<file path="config.mk">
export PLATFORM = sky130hd
export DESIGN_NAME = video_tpg_gen24
export DESIGN_NICKNAME = d
export VERILOG_FILES = /design/src/rtl/video_pkg.sv /design/src/rtl/tpg_pixel_color.sv /design/src/rtl/video_tpg_gen24.sv
export SDC_FILE = /design/constraint.sdc
export NUM_CORES = 1
export LEC_CHECK = 0
export BUFFER_PORTS_ARGS = -buffer_cell sky130_fd_sc_hd__buf_2
export CORE_MARGIN = 3
export CORE_UTILIZATION = 34
export DETAILED_ROUTE_END_ITERATION = 10
export PLACE_DENSITY = 0.55
export RECOVER_POWER = 50
export SETUP_SLACK_MARGIN = 0.15
export SLEW_MARGIN = 20
export SYNTH_ARGS = -nofsm -noshare
export SYNTH_HDL_FRONTEND = slang
export SYNTH_SLANG_ARGS = --single-unit
</file>
<file path="constraint.sdc">
create_clock -name clk -period 4.65 [get_ports clk]
set_input_delay 1.1625 -clock clk [delete_from_list [all_inputs] [get_ports clk]]
set_output_delay 1.1625 -clock clk [all_outputs]
set_load 0.02 [all_outputs]
</file>
<file path="src/rtl/video_pkg.sv">
// Shared constants for the VIP test pattern generator: packet types, pattern
// encodings, bar colour table and the generator FSM state type.
package video_pkg;

    localparam logic [3:0] VIP_TYPE_VIDEO     = 4'h0;
    localparam logic [3:0] VIP_TYPE_CTRL      = 4'hF;
    localparam logic [3:0] VIP_INTERLACE_PROG = 4'h3;

    localparam logic [1:0] PAT_BARS    = 2'd0;
    localparam logic [1:0] PAT_RAMP    = 2'd1;
    localparam logic [1:0] PAT_SOLID   = 2'd2;
    localparam logic [1:0] PAT_CHECKER = 2'd3;

    // Entry 0 is the leftmost bar; entries are packed highest index first.
    localparam logic [7:0][23:0] BAR_COLORS = {
        24'h000000, 24'h0000FF, 24'hFF0000, 24'hFF00FF,
        24'h00FF00, 24'h00FFFF, 24'hFFFF00, 24'hFFFFFF
    };

    typedef enum logic [2:0] {
        ST_IDLE,
        ST_CTRL_HDR,
        ST_CTRL_DATA,
        ST_VID_HDR,
        ST_PIXELS
    } tpg_state_t;

endpackage

</file>
<file path="src/rtl/tpg_pixel_color.sv">
// Combinational pixel colour lookup: maps the latched pattern and the raster
// position (only the bits each pattern needs) to a 24-bit {R,G,B} value.
module tpg_pixel_color
    import video_pkg::*;
#(
    parameter logic [23:0] SOLID_RGB = 24'h0000FF
) (
    input  logic [1:0]  pattern,
    input  logic [7:0]  x,
    input  logic        y_b5,
    input  logic [2:0]  bar_idx,
    output logic [23:0] rgb
);

    always_comb begin
        rgb = '0;
        case (pattern)
            PAT_BARS:  rgb = BAR_COLORS[bar_idx];
            PAT_RAMP:  rgb = {x, x, x};
            PAT_SOLID: rgb = SOLID_RGB;
            default:   rgb = (x[5] ^ y_b5) ? 24'hFFFFFF : 24'h000000;
        endcase
    end

endmodule

</file>
<file path="src/rtl/video_tpg_gen24.sv">
// 24-bit RGB Avalon-ST test pattern generator in VIP packet format: optional
// control packet, then one video packet per frame while enable is held.
module video_tpg_gen24
    import video_pkg::*;
#(
    parameter int unsigned H_ACTIVE  = 1920,
    parameter int unsigned V_ACTIVE  = 1080,
    parameter bit          SEND_CTRL = 1'b1,
    parameter logic [23:0] SOLID_RGB = 24'h0000FF
) (
    input  logic        clk,
    input  logic        reset,
    input  logic        enable,
    input  logic [1:0]  pattern_sel,
    output logic [23:0] dout_data,
    output logic        dout_startofpacket,
    output logic        dout_endofpacket,
    output logic        dout_valid,
    input  logic        dout_ready
);

    localparam logic [15:0] W16    = 16'(H_ACTIVE);
    localparam logic [15:0] H16    = 16'(V_ACTIVE);
    localparam logic [15:0] X_LAST = 16'(H_ACTIVE - 1);
    localparam logic [15:0] Y_LAST = 16'(V_ACTIVE - 1);
    // Narrow frames would give a zero bar width; clamp to one pixel.
    localparam int unsigned BW      = (H_ACTIVE / 8 == 0) ? 1 : H_ACTIVE / 8;
    localparam logic [15:0] BW_LAST = 16'(BW - 1);
    localparam tpg_state_t  FIRST_ST = SEND_CTRL ? ST_CTRL_HDR : ST_VID_HDR;

    tpg_state_t  state_q, state_n;
    logic [1:0]  beat_q;
    logic [15:0] x_q, y_q, bar_cnt_q;
    logic [2:0]  bar_idx_q;
    logic [1:0]  pat_q;
    logic        adv, last_x, last_y;
    logic [23:0] pix_rgb;
    logic [23:0] data_p0;
    logic        sop_p0, eop_p0, vld_p0;

    assign adv    = !dout_valid || dout_ready;
    assign last_x = (x_q == X_LAST);
    assign last_y = (y_q == Y_LAST);

    tpg_pixel_color #(.SOLID_RGB(SOLID_RGB)) u_color (
        .pattern (pat_q),
        .x       (x_q[7:0]),
        .y_b5    (y_q[5]),
        .bar_idx (bar_idx_q),
        .rgb     (pix_rgb)
    );

    always_ff @(posedge clk or posedge reset) begin
        if (reset) state_q <= ST_IDLE;
        else       state_q <= state_n;
    end

    // Stage 0: the beat the current state would present next.
    always_comb begin
        state_n = state_q;
        data_p0 = '0;
        sop_p0  = 1'b0;
        eop_p0  = 1'b0;
        vld_p0  = 1'b0;
        case (state_q)
            ST_IDLE: begin
                if (enable) state_n = FIRST_ST;
            end
            ST_CTRL_HDR: begin
                vld_p0  = 1'b1;
                sop_p0  = 1'b1;
                data_p0 = {20'h0, VIP_TYPE_CTRL};
                if (adv) state_n = ST_CTRL_DATA;
            end
            ST_CTRL_DATA: begin
                vld_p0 = 1'b1;
                case (beat_q)
                    2'd0:    data_p0 = {4'h0, W16[7:4], 4'h0, W16[11:8], 4'h0, W16[15:12]};
                    2'd1:    data_p0 = {4'h0, H16[11:8], 4'h0, H16[15:12], 4'h0, W16[3:0]};
                    default: data_p0 = {4'h0, VIP_INTERLACE_PROG, 4'h0, H16[3:0], 4'h0, H16[7:4]};
                endcase
                eop_p0 = (beat_q == 2'd2);
                if (adv && eop_p0) state_n = ST_VID_HDR;
            end
            ST_VID_HDR: begin
                vld_p0  = 1'b1;
                sop_p0  = 1'b1;
                data_p0 = {20'h0, VIP_TYPE_VIDEO};
                if (adv) state_n = ST_PIXELS;
            end
            ST_PIXELS: begin
                vld_p0  = 1'b1;
                data_p0 = pix_rgb;
                eop_p0  = last_x && last_y;
                // The EOP beat only leaves once accepted, so the next frame
                // cannot start early even if its state is chosen now.
                if (adv && eop_p0) state_n = enable ? FIRST_ST : ST_IDLE;
            end
            default: state_n = ST_IDLE;
        endcase
    end

    always_ff @(posedge clk or posedge reset) begin
        if (reset) begin
            beat_q    <= '0;
            x_q       <= '0;
            y_q       <= '0;
            bar_cnt_q <= '0;
            bar_idx_q <= '0;
            pat_q     <= '0;
        end else if (adv) begin
            case (state_q)
                ST_CTRL_DATA: beat_q <= (beat_q == 2'd2) ? 2'd0 : beat_q + 2'd1;
                ST_VID_HDR: begin
                    pat_q     <= pattern_sel;
                    x_q       <= '0;
                    y_q       <= '0;
                    bar_cnt_q <= '0;
                    bar_idx_q <= '0;
                end
                ST_PIXELS: begin
                    if (last_x) begin
                        x_q       <= '0;
                        y_q       <= last_y ? 16'd0 : y_q + 16'd1;
                        bar_cnt_q <= '0;
                        bar_idx_q <= '0;
                    end else begin
                        x_q       <= x_q + 16'd1;
                        bar_cnt_q <= (bar_cnt_q == BW_LAST) ? 16'd0 : bar_cnt_q + 16'd1;
                        if (bar_cnt_q == BW_LAST && bar_idx_q != 3'd7)
                            bar_idx_q <= bar_idx_q + 3'd1;
                    end
                end
                default: ;
            endcase
        end
    end

    // Stage 1: registered stream outputs, held while the sink stalls.
    always_ff @(posedge clk or posedge reset) begin
        if (reset) begin
            dout_data          <= '0;
            dout_startofpacket <= 1'b0;
            dout_endofpacket   <= 1'b0;
            dout_valid         <= 1'b0;
        end else if (adv) begin
            dout_data          <= data_p0;
            dout_startofpacket <= sop_p0;
            dout_endofpacket   <= eop_p0;
            dout_valid         <= vld_p0;
        end
    end

endmodule

</file>
==> summary.md, run 1 <==
| Metric | Value |
|---|---|
| Total core area | `12800 um2` |
| CTS Buf Count | `9` |
| Worst Skew | `0.0108 ns` |
| Busiest layer in global routing | `met2` |
| First-pass GRT wire length | `18.4 mm` |
| Share of layout cells above drive strength 1 | `0.127` |
| Htree depth | `3` |
| Crit-path max FO | `58` |
| CTS Sinks | `85` |
| Failing checks | `capacitance limit, slew limit` |
| Async S/R FF share, synth | `1.00` |
| Initial Utilization | `0.353` |
| GRT Util Overall | `0.154` |
| DRC Markers | `0` |
| Largest net degree at the start of global routing | `59` |
| Synth Net Count | `498` |
| Ports | `33` |
| Count of standard-cell rows | `41` |
| Drt via density | `5.47` |
| Main synth FF type | `dfrtp_1` |
| CTS tree | `done` |
| Synthesized instance count | `487` |
| Leak | `0.00232 uW` |
| Met1 Usage GRT | `0.220` |
| Post-synthesis cell area | `4520 um2` |
| Hold Path Class | `reg2reg` |
| I/O Buffers | `32` |
| Clock Power Share | `0.313` |
| Slew Viols, Final | `59` |
| Peak VDD IR | `193 uV` |
| Met3 Use GR | `0.0182` |
| M2 GR Usage | `0.239` |
| Sequential share of power | `0.383` |
| Gate power share | `0.303` |
| Vias in the first global route | `3601` |
| Area grow syn2layout | `14.7%` |
| WP data arrival | `3.31 ns` |
| Initial antenna violation count | `0` |
| Hold slack | `0.469 ns` |
| GRT overflow | `0` |
| Yosys reg bits | `85` |
| Worst Path Class, Setup | `in2async` |
| Outcome | `complete, but fails checks` |
| Clk_lat worst skew | `0.34 ns` |
| Unrepaired setup endpoints after global routing | `false` |
| Via Count | `3777` |
| Post-DP HPWL | `7.67 mm` |
| Die width | `121 um` |
| Max-cap viol count | `1` |
| Register area share after synthesis | `0.470` |
| WL/cell | `15.9 um` |
| Overall power | `2680 uW` |
| Synth warn | `0` |
| Cts hold-fix bufs | `0` |
| Routability cong. | `0.800` |
| Fin crit share | `0.606` |
| Cell internal pwr | `1710 uW` |
| Max frequency | `0.355 GHz` |
| Switch Pwr | `975 uW` |
| Avg Synthesized Cell Area | `9.29 um2` |
| Worst EP required | `5.14 ns` |
| CP startpoint kind | `input pin` |
| Max Buffers Root-to-Sink | `2` |
| Pre-Repair DR Iteration Count | `4` |
| Sw Ratio | `0.364` |
| DRT iter0 DRCs | `386` |
| Crit end category | `asynchronous set/reset pin` |
| Post_cts resized | `0` |
| Worst slew margin | `-0.742` |
| Die ar. | `14700 um2` |
| EDFF count, synth | `0` |
| Ant. Diodes | `0` |
| Vert. Die Dim | `121 um` |
| Fin area | `5190 um2` |
| Yosys cell types | `60` |
| Post-CTS Setup Inserts | `0` |
| Final net count | `524` |
| Final setup TNS | `0 ns` |
| Post-DP Area | `4840 um2` |
| CTS clk-pin slew, worst paths | `0.06 ns` |
| Final setup violation count | `0` |
| Fin crit period | `2.82 ns` |
| Drt total wl | `11.0 mm` |
| DRT antenna net count | `0` |
| Hold Vio Cnt, Final | `0` |
| PD cells | `517 nW/um2` |
| Tightest Pin Transition | `2.60 ns` |
| Clock root cell | `clkbuf_16` |
[state kept, by name (all words and copies together) (netlist names)]
signal,cells
pat_q,2
dout_valid,1
dout_data,24
bar_cnt_q,16
dout_startofpacket,1
bar_idx_q,3
beat_q,2
x_q,16
state_q,3
dout_endofpacket,1
y_q,16
[synth_stat cells (6+ instances only)]
master,n,area [um2]
a21o_1,15,113
a22o_1,14,123
nand2_1,52,195
nand3_1,18,90.1
nand2b_1,6,37.5
nor4_1,7,43.8
nor2_1,43,161
o21ai_0,40,200
nand4_1,12,75.1
xor2_1,6,52.6
a211oi_1,13,97.6
o31ai_1,10,75.1
nor3_1,17,85.1
clkbuf_1,16,60.1
and3_1,10,62.6
a21oi_1,21,105
xnor2_1,8,70.1
dfrtp_1,85,2130
inv_1,10,37.5
[worst max-delay path: stages]
cell and delay [ns]:
buf_2 0.10, clkinvlp_2 1.46, buf_4 0.55
[layout make-up]
cell class	instances	area, um2
Fill cell	1305	7640
Multi-Input combinational cell	370	2270
Sequential cell	85	2130
Clock buffer	11	243
Tap cell	172	215
Timing Repair Buffer	37	193
Clock inverter	5	106
Inverter	10	38.8
[metal layers]
| metal | vias up | wire, um | part of all wire |
|---|---|---|---|
| met5 | - | 0 | 0 |
| met4 | 0 | 144 | 0.013 |
| met3 | 12 | 421 | 0.038 |
| met2 | 80 | 4980 | 0.45 |
| met1 | 1835 | 5410 | 0.49 |
| li1 | 1850 | - | - |
[power by group through the flow]
| stage | Combinational [uW] | Sequential [uW] | Clock (uW) |
|---|---|---|---|
| 6_report | 814 | 1030 | 840 |
| 5_1_grt | 916 | 1050 | 890 |
| 4_1_cts | 824 | 1030 | 865 |
| 3_5_place_dp | 824 | 1040 | 0 |
| 3_3_place_gp | 809 | 1040 | 0 |
| 2_1_floorplan | 577 | 1050 | 0 |
[kinds of logic after synthesis]
group           synth area share
compound gates             0.212
flops                      0.470
simple gates               0.236
mux                       0.0122
fa+ha+maj                 0.0138
buf+inv                   0.0293
xor+xnor                  0.0271
[metrics by stage]
step	util	cells	setup WS, ns
finish	0.405	690	1.83
floorplan	-	487	1.29
detailed placement	0.378	674	1.59
global placement	0.378	674	1.72
CTS	0.405	690	1.96
global route	0.405	690	1.37
[worst paths after layout]
check | to | cells after the start | slack (ns) | from
max in group clk | y_q[13] | 7 | 1.93 | dout_ready
min in group asynchronous | bar_cnt_q[0] | 2 | 1.54 | reset
setup reg to reg | bar_idx_q[1] | 5 | 2.10 | x_q[6]
hold reg to reg | dout_data[6] | 1 | 0.47 | dout_data[6]
setup / recovery | dout_data[13] | 3 | 1.83 | reset
hold / removal | dout_data[6] | 1 | 0.47 | dout_data[6]
[cell usage in the layout, fill, tap and decap left out, types with 6 or more instances in the layout]
cell / synthesis / layout
dfrtp_1: 85 / 85
nand2_1: 52 / 52
nor2_1: 43 / 43
o21ai_0: 40 / 41
buf_2: 4 / 31
a21oi_1: 21 / 21
nand3_1: 18 / 18
nor3_1: 17 / 17
a21o_1: 15 / 15
a22o_1: 14 / 14
a211oi_1: 13 / 13
nand4_1: 12 / 12
and3_1: 10 / 10
o31ai_1: 10 / 10
inv_1: 10 / 9
clkbuf_16: 0 / 9
xnor2_1: 8 / 8
nor4_1: 7 / 7
nand2b_1: 6 / 6
xor2_1: 6 / 6
No activity file was read; power rests on OpenSTA's default activity.
==> inputs of run 2 (changes only) <==
clock period = 2.9 ns   (was 4.65 ns; I/O delays follow)
==> run 2 against run 1 <==
The flow now finishes without violations. Core utilization decreased by 0.14 points. Via count shrank 0.26%. Flip-flop and latch count unchanged. Worst setup slack got worse by 1.4 ns. Critical endpoint is now y_q[14].
==> summary.md, run 2 (synthesis gave the netlist of run 1 again) <==
| Metric | Value |
|---|---|
| Outcome | `complete, no violations` |
| WL/cell | `15.9 um (about the same)` |
| Via Count | `3767 (-0.26%)` |
| Worst Path Class, Setup | `reg2reg` |
| Met3 Use GR | `0.0247 (+0.00653)` |
| CTS clk-pin slew, worst paths | `0.06 ns (about the same)` |
| Pre-Repair DR Iteration Count | `4 (unchanged)` |
| Tightest Pin Transition | `1.31 ns (-1.29 ns)` |
| Register with the most flip-flops | `dout_data` |
| Crit end category | `register` |
| CTS Sinks | `85 (unchanged)` |
| CP startpoint kind | `register` |
| R2r setup slk | `0.40 ns (-1.70 ns)` |
| Routability cong. | `0.846 (+5.8%)` |
| Fin crit share | `0.862` |
| Die ar. | `14700 um2 (unchanged)` |
| Max frequency | `0.400 GHz` |
| Slowest CP cell | `nor4_4` |
| Share of layout cells above drive strength 1 | `0.120 (-0.00741)` |
| GRT Util Overall | `0.155 (+0.00119)` |
| Crit-path max cell delay | `0.63 ns (-0.83 ns)` |
| Max Buffers Root-to-Sink | `2 (unchanged)` |
| Hold Path Class | `reg2reg` |
| Peak VDD IR | `273 uV (+41%)` |
| FILL cells | `1299 (-0.46%)` |
| Final setup TNS | `0 ns (unchanged)` |
| Ant. Diodes | `0 (unchanged)` |
| Initial Utilization | `0.353 (unchanged)` |
| Final setup violation count | `0 (unchanged)` |
| Utilization after layout | `0.403 (-0.00136)` |
| Worst EP required | `3.17 ns (-1.97 ns)` |
| Clock root cell | `clkbuf_16` |
| Worst slew margin | `0.124 (+0.865)` |
| Vert. Die Dim | `121 um (unchanged)` |
| Hold Vio Cnt, Final | `0 (unchanged)` |
| Final net count | `531 (+1.3%)` |
| I/O Buffers | `32 (unchanged)` |
| DRC Markers | `0 (unchanged)` |
| PD cells | `799 nW/um2 (+55%)` |
| Area grow syn2layout | `14.3%` |
| CTS tree | `done` |
| Cell family with most CP delay | `simple AND/OR/NAND/NOR gates` |
| Slew Viols, Final | `0 (-100%)` |
| Drt total wl | `11.1 mm (+0.95%)` |
| Vias in the first global route | `3611 (+0.28%)` |
| Unrepaired setup endpoints after global routing | `false` |
| Largest net degree at the start of global routing | `38 (-36%)` |
| Clk_lat worst skew | `0.34 ns (about the same)` |
| Cts hold-fix bufs | `0 (unchanged)` |
| CTS Buf Count | `9 (unchanged)` |
| GRT overflow | `0 (unchanged)` |
| Die width | `121 um (unchanged)` |
| Worst Path Buf+Inv | `0 (-3)` |
| M2 GR Usage | `0.231 (-0.00829)` |
| Met1 Usage GRT | `0.230 (+0.00906)` |
| Post-DP HPWL | `7.85 mm (+2.3%)` |
| DRT iter0 DRCs | `351 (-9.1%)` |
| Initial antenna violation count | `0 (unchanged)` |
| Crit path cell chain | `or4b_4 -> nor4_4 -> a21oi_2 -> nor2_2 -> a31o_1` |
| Most common cell after layout, fill and taps aside | `dfrtp_1` |
| Leak | `0.00229 uW (-1.3%)` |
| First-pass GRT wire length | `18.5 mm (+0.26%)` |
| Most frequent cells in the layout | `85 x dfrtp_1, 52 x nand2_1, 43 x nor2_1, 40 x o21ai_0, 23 x buf_2` |
| Worst Skew | `0.00671 ns (-0.00413 ns)` |
| Max-cap viol count | `0 (-1)` |
| Count of standard-cell rows | `41 (unchanged)` |
| Ports | `33 (unchanged)` |
| Total core area | `12800 um2 (unchanged)` |
| Fin crit period | `2.50 ns` |
| Drt via density | `5.40 (-1.3%)` |
| Crit-path max FO | `12 (-79%)` |
| Largest register FFs | `24 (unchanged)` |
| DRT antenna net count | `0 (unchanged)` |
| Busiest layer in global routing | `met2` |
| Htree depth | `3 (unchanged)` |
| WP data arrival | `2.77 ns (-0.54 ns)` |
==> run 2: cell count changes in the layout (fill, tap and decap cells not counted), moves of 2 or more <==
| cell | before | now |
|---|---|---|
| clkinv_2 | 0 | 2 |
| clkbuf_1 | 3 | 14 |
| bufinv_16 | 3 | 1 |
| buf_4 | 4 | 8 |
| buf_2 | 31 | 23 |
==> run 2: report_power, final <==
group | total [uW] | internal [uW] | switching, uW
Sequential | 1630 | 1400 | 227
Combinational | 1360 | 478 | 884
Clock | 1140 | 688 | 456
Total | 4130 | 2570 | 1570
==> run 2: cell type report <==
cell class	instances	area [um2]	area share
repair buffers	44	225	0.0436
clock inverters	4	47.5	0.00919
inverters	10	38.8	0.00750
flip-flops and latches	85	2130	0.411
multi-input cells	370	2270	0.439
clock buffers	12	246	0.0477
well taps	172	215	0.0416
==> run 2: metal layers <==
layer,vias to the layer above,share of wire
met4,0,0.019
met3,17,0.054
met1,1798,0.48
met5,-,0
li1,1863,-
met2,89,0.44
==> run 2: timing repair <==
item,in CTS,in global routing
setup endpoints to repair,0,1
buffers inserted,0,0
resized for setup,0,1
==> run 2: tightest hold or removal path: cells and delay by family, from the launching register on <==
kind | cells | cell delay (ns)
AOI/OAI and AO/OA | 1 | 0.05
DFF | 1 | 0.34
and+or+nand+nor | 1 | 0.04
==> run 2: worst paths after layout <==
kind / from / to / cells past startpoint
worst max-delay path: x_q[11] / y_q[14] / 5
worst min-delay path: dout_data[18] / dout_data[18] / 2
worst max register to register: x_q[11] / y_q[14] / 5
worst min register to register: dout_data[18] / dout_data[18] / 2
max in group asynchronous: reset / y_q[1] / 3
min in group asynchronous: reset / dout_data[3] / 2
==> run 2: metrics by stage <==
step	setup WS (ns)	std cells	instance area (um2)	hold WS, ns	power (uW)
3_3_place_gp	0.490	681	4910	0.455	3000
2_1_floorplan	0.741	487	4530	0.461	2620
4_1_cts	0.424	697	5210	0.476	4180
5_1_grt	0.295	697	5170	0.498	4410
6_report	0.399	697	5170	0.470	4130
3_5_place_dp	0.436	681	4910	0.463	3030
==> inputs of run 3 (changes only) <==
RECOVER_POWER = default   (was 50)
==> run 3 against run 2 <==
Wire length down 0.27%. Die area unchanged. Via count up 0.24%. Maximum frequency about the same. Worst setup slack worse by 0.00062 ns. Final cell count unchanged. Largest cell class unchanged.
==> summary.md, run 3 (synthesis gave the netlist of run 1 again) <==
| Metric | Value |
|---|---|
| CTS Sinks | `85 (unchanged)` |
| Slew Viols, Final | `0 (unchanged)` |
| Pre-CTS setup slack | `0.436 ns (unchanged)` |
| Hold Vio Cnt, Final | `0 (unchanged)` |
| WL/cell | `15.8 um (-0.27%)` |
| Drt total wl | `11.0 mm (-0.27%)` |
| Post-DP HPWL | `7.85 mm (unchanged)` |
| Worst Path Buf+Inv | `0 (unchanged)` |
| Cts hold-fix bufs | `0 (unchanged)` |
| Post-CTS Setup Inserts | `0 (unchanged)` |
| Clk_lat worst skew | `0.34 ns (about the same)` |
| Worst EP required | `3.17 ns (about the same)` |
| Most frequent cells in the layout | `85 x dfrtp_1, 52 x nand2_1, 43 x nor2_1, 40 x o21ai_0, 32 x buf_2` |
| FILL cells | `1294 (-0.38%)` |
| Vert. Die Dim | `121 um (unchanged)` |
| Fin area | `5210 um2 (+0.77%)` |
| Post-DP Area | `4910 um2 (unchanged)` |
| GRT Util Overall | `0.155 (unchanged)` |
| PD cells | `796 nW/um2 (-0.49%)` |
| DRT antenna net count | `0 (unchanged)` |
| Area grow syn2layout | `15.2%` |
| Most common cell after layout, fill and taps aside | `dfrtp_1` |
| Via Count | `3776 (+0.24%)` |
| Cell family with most CP delay | `simple AND/OR/NAND/NOR gates` |
| Initial antenna violation count | `0 (unchanged)` |
| Crit-path max cell delay | `0.63 ns (about the same)` |
| Final net count | `531 (unchanged)` |
| Gate power share | `0.332 (+0.003)` |
| Hold Path Class | `reg2reg` |
| Leak | `0.00234 uW (+2.3%)` |
| Ports | `33 (unchanged)` |
| Worst Path Class, Setup | `reg2reg` |
| Unrepaired setup endpoints after global routing | `false` |
| Die ar. | `14700 um2 (unchanged)` |
| Fin crit share | `0.863 (about the same)` |
| Die width | `121 um (unchanged)` |
| CTS clk-pin slew, worst paths | `0.06 ns (about the same)` |
| Max Buffers Root-to-Sink | `2 (unchanged)` |
| Drt via density | `5.42 (+0.24%)` |
| Hold slack | `0.469 ns (-0.00169 ns)` |
| Layout Cells excl Fill | `697 (unchanged)` |
| Slowest CP cell | `nor4_4` |
| Crit end category | `register` |
| CTS tree | `done` |
| Tightest Pin Transition | `0.691 ns (-0.617 ns)` |
| Sw Ratio | `0.377 (-0.00185)` |
| CP startpoint kind | `register` |
| Htree depth | `3 (unchanged)` |
| DRC Markers | `0 (unchanged)` |
| Worst R2R Path Depth | `5 (unchanged)` |
| First-pass GRT wire length | `18.5 mm (unchanged)` |
| Switch Pwr | `1560 uW (-0.21%)` |
| Routed wl met2 | `4.88 mm (-0.37%)` |
| Pre-Repair DR Iteration Count | `4 (unchanged)` |
| Worst r2r dst | `y_q[14]` |
| Max-cap viol count | `0 (unchanged)` |
| Largest net degree at the start of global routing | `38 (unchanged)` |
| Clock root cell | `clkbuf_16` |
| Hold path cells | `1 (-1)` |
| Count of standard-cell rows | `41 (unchanged)` |
| Clock Power Share | `0.276 (about the same)` |
| Final setup TNS | `0 ns (unchanged)` |
| Sequential share of power | `0.392 (-0.002)` |
| Ant. Diodes | `0 (unchanged)` |
| Area occupied by multi-input gates | `2270 um2 (unchanged)` |
| Cell internal pwr | `2580 uW (+0.58%)` |
| Crit-path max FO | `12 (unchanged)` |
| Largest register FFs | `24 (unchanged)` |
| Crit. path cell count | `5 (unchanged)` |
| Share of layout cells above drive strength 1 | `0.143 (+0.0229)` |
| R2r setup slk | `0.40 ns (about the same)` |
| Placed cells | `681 (unchanged)` |
| Top sig layer | `met4` |
| Vias in the first global route | `3611 (unchanged)` |
| Seq. cell area | `2130 um2 (unchanged)` |
| Total core area | `12800 um2 (unchanged)` |
| Worst Hold End | `dout_data[13]` |
| Worst slew margin | `0.540 (+0.416)` |
| Routability cong. | `0.846 (unchanged)` |
| Final WS setup | `0.398 ns (-0.000618 ns)` |
| Crit path cell chain | `or4b_4 -> nor4_4 -> a21oi_2 -> nor2_2 -> a31o_1` |
| Max frequency | `0.400 GHz (about the same)` |
| Outcome | `complete, no violations` |
| Worst Skew | `0.00627 ns (-0.000436 ns)` |
| Peak VDD IR | `272 uV (about the same)` |
| Register with the most flip-flops | `dout_data` |
| Initial Utilization | `0.353 (unchanged)` |
| R2r startpoint | `x_q[11]` |
| Final setup violation count | `0 (unchanged)` |
| Fin crit period | `2.50 ns (+0.000618 ns)` |
| GRT overflow | `0 (unchanged)` |
| I/O Buffers | `32 (unchanged)` |
| Met1 WL | `5.36 mm (about the same)` |
| HP Start | `dout_data[13]` |
| DRT iter0 DRCs | `355 (+1.1%)` |
| DR WL met3 | `591 um (-0.51%)` |
| WP data arrival | `2.77 ns (about the same)` |
| CTS Buf Count | `9 (unchanged)` |
## run 3: changes by cell type in the layout (fill, tap and decap cells not counted), sizes merged
cell    change
clkbuf     -13
buf        +13
## run 3: how the worst max path moves through the flow
stage | startpoint | endpoint | slack (ns)
after floorplan | x_q[11] | y_q[12] | 0.74
after global placement | state_q[0] | bar_cnt_q[10] | 0.49
after detailed placement | state_q[0] | bar_cnt_q[5] | 0.44
after CTS | x_q[11] | y_q[10] | 0.42
after global routing | x_q[11] | y_q[1] | 0.30
final | x_q[11] | y_q[14] | 0.40
## run 3: layout make-up
type                       count  area share
sequential                    85       0.408
multi-input combinational    370       0.436
timing repair buffer          44      0.0504
inverter                      10     0.00792
clock buffer                  12      0.0473
clock inverter                 4     0.00912
tap                          172      0.0413
## run 3: stage by stage
step	total power (uW)	utilization
2_1_floorplan	2620	-
3_3_place_gp	3000	0.383
3_5_place_dp	3030	0.383
4_1_cts	4180	0.406
5_1_grt	4430	0.406
6_report	4150	0.406
## run 3: metal layers
layer	vias up	global-route usage
li1	1863	-
met3	15	0.0247
met4	0	0.0539
met1	1797	0.230
met2	101	0.231
met5	-	0
## run 3: what timing repair did
| action | 4_1_cts | 5_1_grt |
|---|---|---|
| gates resized for setup | 0 | 1 |
| setup endpoints to repair | 0 | 1 |
| endpoints found under the hold margin | 0 | 0 |
## run 3: power by group through the flow
| stage | clock network [uW] | logic, uW | registers (uW) |
|---|---|---|---|
| floorplan | 0 | 925 | 1690 |
| global placement | 0 | 1370 | 1640 |
| detailed placement | 0 | 1390 | 1640 |
| CTS | 1170 | 1390 | 1620 |
| global route | 1230 | 1540 | 1670 |
| finish | 1140 | 1380 | 1630 |
